File: src/rtl/local_pattern_table.sv
// local_pattern_table: history-indexed saturating counter table with an in-order training FIFO (LPT_BYPASS_EN forwards a same-cycle update to a lookup of that index)
module local_pattern_table #(
  parameter int HIST_W   = 10,
  parameter int CTR_W    = 2,
  parameter int DEPTH    = 4,
  parameter int CTR_INIT = 1
) (
  input  logic                       clock,
  input  logic                       reset,
  input  logic                       req_valid_i,
  input  logic [HIST_W-1:0]          hist_i,
  output logic                       req_ready_o,
  output logic                       pred_valid_o,
  output logic                       pred_taken_o,
  output logic [CTR_W-1:0]           pred_ctr_o,
  input  logic                       resolve_valid_i,
  input  logic                       resolve_taken_i,
  output logic                       resolve_error_o,
  output logic [$clog2(DEPTH):0]     inflight_count_o
);
  localparam int PW = $clog2(DEPTH);
  localparam int CW = PW + 1;
  localparam logic [CTR_W-1:0] CTR_MAX = '1;
  typedef enum logic {INIT, RUN} state_t;
  state_t state, state_nxt;
  logic [HIST_W-1:0] sweep;
  logic [CTR_W-1:0] tbl [2**HIST_W];
  logic [HIST_W-1:0] fifo [DEPTH];
  logic [PW-1:0] head, tail;
  logic [CW-1:0] count;
  logic accept, res_ok;
  logic [HIST_W-1:0] upd_idx;
  logic [CTR_W-1:0] cur, upd, rd;
  always_comb begin
    state_nxt = (state == INIT && &sweep) ? RUN : state;
    req_ready_o = state == RUN && count < CW'(DEPTH);
    accept = req_valid_i && req_ready_o;
    res_ok = resolve_valid_i && state == RUN && count != '0;
    upd_idx = fifo[head];
    cur = tbl[upd_idx];
    upd = resolve_taken_i ? (cur == CTR_MAX ? cur : cur + 1'b1) : (cur == '0 ? cur : cur - 1'b1);
`ifdef LPT_BYPASS_EN
    rd = (res_ok && upd_idx == hist_i) ? upd : tbl[hist_i];
`else
    rd = tbl[hist_i];
`endif
  end
  assign pred_taken_o = pred_ctr_o[CTR_W-1];
  assign inflight_count_o = count;
  always_ff @(posedge clock) begin
    if (!reset && state == INIT) tbl[sweep] <= CTR_W'(CTR_INIT);
    else if (!reset && res_ok) tbl[upd_idx] <= upd;
    if (accept) fifo[tail] <= hist_i;
  end
  always_ff @(posedge clock) begin
    if (reset) begin
      state <= INIT;
      sweep <= '0;
      head <= '0;
      tail <= '0;
      count <= '0;
      pred_valid_o <= 1'b0;
      pred_ctr_o <= '0;
      resolve_error_o <= 1'b0;
    end else begin
      state <= state_nxt;
      sweep <= state == INIT ? sweep + 1'b1 : sweep;
      head <= head + PW'(res_ok);
      tail <= tail + PW'(accept);
      count <= count + CW'(accept) - CW'(res_ok);
      pred_valid_o <= accept;
      pred_ctr_o <= accept ? rd : pred_ctr_o;
      resolve_error_o <= resolve_valid_i && !res_ok;
    end
  end
endmodule

File: config.mk
export PLATFORM = sky130hd
export DESIGN_NAME = local_pattern_table
export DESIGN_NICKNAME = d
export VERILOG_FILES = /design/src/rtl/local_pattern_table.sv
export SDC_FILE = /design/constraint.sdc
export NUM_CORES = 2
export LEC_CHECK = 0
export BUFFER_PORTS_ARGS = -buffer_cell sky130_fd_sc_hd__buf_4
export CORE_MARGIN = 2
export CORE_UTILIZATION = 23
export CTS_CLUSTER_SIZE = 25
export DETAILED_ROUTE_END_ITERATION = 8
export SYNTH_ARGS = -nofsm -noshare
export SYNTH_HDL_FRONTEND = slang
export SYNTH_SLANG_ARGS = --single-unit
File: constraint.sdc
create_clock -name clock -period 102.3 [get_ports clock]
set_input_delay 0 -clock clock [delete_from_list [all_inputs] [get_ports clock]]
set_output_delay 0 -clock clock [all_outputs]
set_load 0.02 [all_outputs]
; Word-level counts from Yosys, hierarchy flattened
; Memories as Yosys holds them, arrays and structs flattened. A register that Yosys moved wholly into a read port is not among the register bits.
; Index checks and enable logic that the tools add are counted.
[classes]
order_cmp = 1
n_eq_ne = 1
add_sub_neg = 7
n_bitwise = 1
mux = 14
n_reduce_logical = 14
[op_table]
columns = operator, n
row1 = "adder 10 x 1 -> 10 bit, second input constant", 1
row2 = two-way mux 10 bit, 1
row3 = two-way mux 2 bit, 5
row4 = AND reduction 10 bit, 1
row5 = logical AND 1 bit, 8
row6 = two-way mux 1 bit, 8
row7 = adder 2 x 1 -> 2 bit, 2
row8 = adder 3 x 1 -> 3 bit, 1
row9 = "less-than comparator 3 bit, second input constant", 1
row10 = nonzero test 3 bit, 1
row11 = subtractor 3 x 1 -> 3 bit, 1
row12 = "adder 2 x 1 -> 2 bit, second input constant", 1
row13 = "equality test 2 bit, second input constant", 1
row14 = zero test 1 bit, 2
row15 = zero test 2 bit, 1
row16 = OR reduction 2 bit, 1
row17 = "subtractor 2 x 1 -> 2 bit, second input constant", 1
row18 = NOT 1 bit, 1
[word_totals]
out_inout_bits = 9
mem_count = 2
inputBits = 15
elab_cells = 47
ram_bits = 2088
ff_bits = 20
[memory_table]
columns = name, words, word_bits, read_ports, rd_clocked_by_memory_dff, wr, line
row1 = tbl, 1024, 2, 2, 1, 1, 27  ; logic [CTR_W-1:0] tbl [2**HIST_W];
row2 = fifo, 4, 10, 1, 1, 1, 28  ; logic [HIST_W-1:0] fifo [DEPTH];

; Longest topological paths before layout
[depth]
depth_word = 8
depth_mapped = 18
mapped_depth_nobuf = 11

; Worst setup path before layout
; No wires, ideal clock.
[synth_timing]
path_type = reg2reg
start = register head[0] (netlist name)
end = memory tbl[0][1] (data pin)
synth_period_minus_slack_ns = 50.743
path_buffers = 5
setup_time_ns = 8.127
t_required_ns = 94.174
arrival_ns = 42.617
path_stages_with_launch = 17
path_slack_ns = 51.557
cell_sequence = dfxtp_1 -> buf_4 -> buf_2 -> mux2i_1 -> mux2_2 -> clkbuf_1 -> clkbuf_1 -> clkbuf_1 -> nand2_1 -> a32oi_1 -> nand4_1 -> a32o_1 -> a21oi_1 -> nor4_1 -> o21ai_0 -> a21oi_1 -> o21ai_0
[synth_lines]
columns = element, line
row1 = "end, declared", 27

==> flow_metrics.py <==
metrics = {
    "status": {
        "status": "complete, but fails checks",
        "violations": "max-capacitance violations, max-slew violations",
    },
    "final_layout": {
        "drive_gt1_share_pct": 24.4,
        "area_growth_pct": 13.7,
        "post-route-util_pct": 26.3,
        "final_cells": 12400,
        "design_area_um2": 117000,
        "fin_nets": 6300,
        "fillCellCount": 44900,
    },
    "die": {
        "io_pins": 24,
        "die_x_um": 674,
        "core_area_um2": 446000,
        "die_area_um2": 454000,
        "die_height_um": 674,
        "num_rows": 245,
        "initial_utilization_pct": 23.1,
    },
    "synth": {
        "synth_edf_count": 2088,
        "synthArstFlopShare_pct": 0,
        "yosys_warnings": 0,
        "synth-seq-cells": 2110,
        "synth-compound-area-share_pct": 4.09,
        "yosysUniqueCellTypes": 70,
        "synth_nets": 6476,
        "ys_seq_area_share_pct": 61.2,
        "synthXorXnorAreaFrac_pct": 0.0850,
        "avgSynthCellArea_um2": 16.0,
        "synth_fa_ha_area_share_pct": 0.0801,
        "synthMuxAreaShare_pct": 25.0,
        "synth_area_um2": 103000,
        "yosys.area_share.simple_pct": 6.94,
        "synthCells": 6455,
        "yosys.cell_count.top_type": "edfxtp_1",
        "synth_top_family_by_area": "multiplexers",
        "synth.area.top_cells": "edfxtp_1 61%, mux4_2 21%, nor2_1 4.0%",
        "ys.flop_type": "edfxtp_1",
        "post-synth-top-area-fraction_pct": 60.8,
        "synth.largest_area_cell": "edfxtp_1",
        "netlist_top_cells_count": "2088 x edfxtp_1, 1111 x nor2_1, 974 x mux4_2",
    },
    "cts": {
        "cts-root-buf": "clkbuf_16",
        "cts_buffer_depth": 3,
        "clk_pin_slew_ns": 0.06,
        "clock_sinks": 2110,
        "clkLatencyLatePin_ns": 0.91,
        "cts.repair.resized": 0,
        "cts_tree": "done",
        "cts_post_setup_buffers_inserted": 0,
        "numCtsBuffers": 216,
        "htreeDepth": 4,
    },
    "place": {
        "dp_slack_ns": 91.56,
        "dp.cells": 12000,
        "port-buffer-count": 23,
        "dp_hpwl_mm": 212,
        "gp_congestion": 0.869,
        "dpl_cell_area_um2": 110000,
    },
    "power_and_ir_drop": {
        "p_per_area_nw_per_um2": 15.2,
        "power_mw": 1.78,
        "peakVddDrop_mv": 0.0160,
        "p_leak_nw": 39.7,
    },
    "setup_path": {
        "crit_path_start_kind": "flop",
        "reg2reg_slack_ns": 91.31,
        "cp-end-kind": "flop",
        "worst_path_max_delay_cell": "buf_4",
        "worst_path_most_repeated_cell": "buf_4",
        "critPathRequiredTime_ns": 102.79,
        "crit_chain": "buf_4, mux4_4, buf_4, buf_4, buf_4, buf_4, mux4_2, a22oi_1, a31oi_1, and3_1, nor4_1, o31ai_1, a221oi_1, o21ai_0, a21oi_4, buf_12, buf_4, buf_4",
        "crit_fanout": 275,
        "path_class": "reg -> reg",
        "cp_data_arrival_time_ns": 11.48,
        "critPathMaxStageDelay_ns": 0.94,
    },
    "grt": {
        "grt_pass1_vias": 65800,
        "overflow": 0,
        "grt_use_total_pct": 15.6,
        "antenna_found_initial": 35,
        "grt_max_degree": 297,
        "grt_pass1_wl_mm": 509,
    },
    "detailed_routing": {
        "finalWirelength_mm": 366,
        "vias": 66900,
        "ant_nets": 0,
        "drcViolationCount": 0,
        "firstDrtPassIters": 9,
        "routed_via_density": 5.39,
        "wl_per_cell_um": 29.5,
        "drt_iter0_markers": 11500,
    },
    "timing": {
        "clock_skew_ns": 0.0662,
        "hold_slack_ns": 0.0345,
        "setup_ws_ns": 91.31,
        "worst_slew_pin_slew_ns": 1.62,
        "rsz0062_at_grt": "false",
        "slew_headroom_pct": -8.31,
        "fin_crit_sh_pct": 10.7,
        "hold_violations": 0,
        "final.min_clock_period_ns": 10.99,
        "clock.fmax_mhz": 91.0,
        "fin_setup_tns_ns": 0,
        "drv_slew": 93,
        "setup_viol": 0,
    },
    "worst_hold_path": {
        "worstHoldPathType": "in -> reg",
    },
    "flow_run": {
        "cap_violations": 1,
    },
}
==> cell usage in the layout, fill, tap and decap left out, types with 14 or more instances in the layout <==
| master | instances |
|---|---|
| a211oi_1 | 60 |
| a21oi_1 | 98 |
| a221oi_1 | 34 |
| a22oi_1 | 57 |
| a311oi_1 | 18 |
| a31oi_1 | 41 |
| a32oi_1 | 20 |
| and2_1 | 24 |
| and3_1 | 15 |
| buf_4 | 171 |
| bufinv_16 | 23 |
| clkbuf_1 | 36 |
| clkbuf_16 | 217 |
| clkinv_1 | 50 |
| clkinv_2 | 53 |
| dfxtp_1 | 22 |
| dlygate4sd3_1 | 17 |
| edfxtp_1 | 2088 |
| mux2_2 | 24 |
| mux2i_1 | 353 |
| mux4_2 | 970 |
| nand2_1 | 364 |
| nand2_4 | 21 |
| nand3_1 | 63 |
| nand4_1 | 20 |
| nor2_1 | 1106 |
| nor2b_1 | 35 |
| nor3_1 | 29 |
| nor4_1 | 14 |
| o211ai_1 | 17 |
| o21ai_0 | 79 |
| o221ai_1 | 49 |
| o22ai_1 | 46 |
==> metal layers <==
layer | track usage (%) | part of all wire (%) | vias to the layer above
met5 | 0 | 0.040 | -
met4 | 7.48 | 5.5 | 22
met3 | 4.70 | 14 | 947
met2 | 23.6 | 44 | 5024
met1 | 20.4 | 37 | 35200
li1 | - | - | 25700
==> worst max-delay path: cells and delay by family (launching register included) <==
family,cells,cell delay (ns)
flops,1,0.31
mux,2,1.43
simple gates,2,0.84
compound gates,6,1.87
buf+inv,8,5.68
==> final cells by class <==
cell class                      count  area [µm²]  area share (%)
Antenna cell                       10        25.0          0.0213
Clock buffer                      257        5620            4.79
Clock inverter                    150        1510            1.28
Inverter                            6        22.5          0.0192
Multi-Input combinational cell   3741       37700            32.2
Sequential cell                  2110       63100            53.9
Tap cell                         5928        7420            6.33
Timing Repair Buffer              204        1770            1.51
==> state kept, by name (all words and copies together) (netlist names) <==
name / count
tail: 2
state: 1
inflight_count_o: 3
resolve_error_o: 1
head: 2
pred_ctr_o: 2
fifo: 40
pred_valid_o: 1
sweep: 10
tbl: 2048
==> timing repair <==
item / in CTS / in global routing
hold buffers: 17 / 0
setup endpoints to repair: 0 / 0
endpoints found under the hold margin: 74 / 0
==> cell families after synthesis <==
family / count (synthesis)
flops: 2110
simple gates: 1762
mux: 1357
compound gates: 606
buf+inv: 604
xor+xnor: 10
fa+ha+maj: 6
==> report_power, final <==
part / internal (mW) / leakage [nW] / switching [mW]
Clock: 0.451 / 3.50 / 0.354
Combinational: 0.0142 / 12.0 / 0.0262
Sequential: 0.935 / 24.2 / 0.000261
==> final timing paths <==
kind                                     from             to  cells past startpoint
worst min register to register  pred_ctr_o[0]  pred_ctr_o[0]                      2
worst max-delay path                  head[0]    tbl[742][0]                     18
worst min-delay path                hist_i[3]     fifo[3][3]                      2
worst max register to register        head[0]    tbl[742][0]                     18
Power figures use the tool's default switching activity.
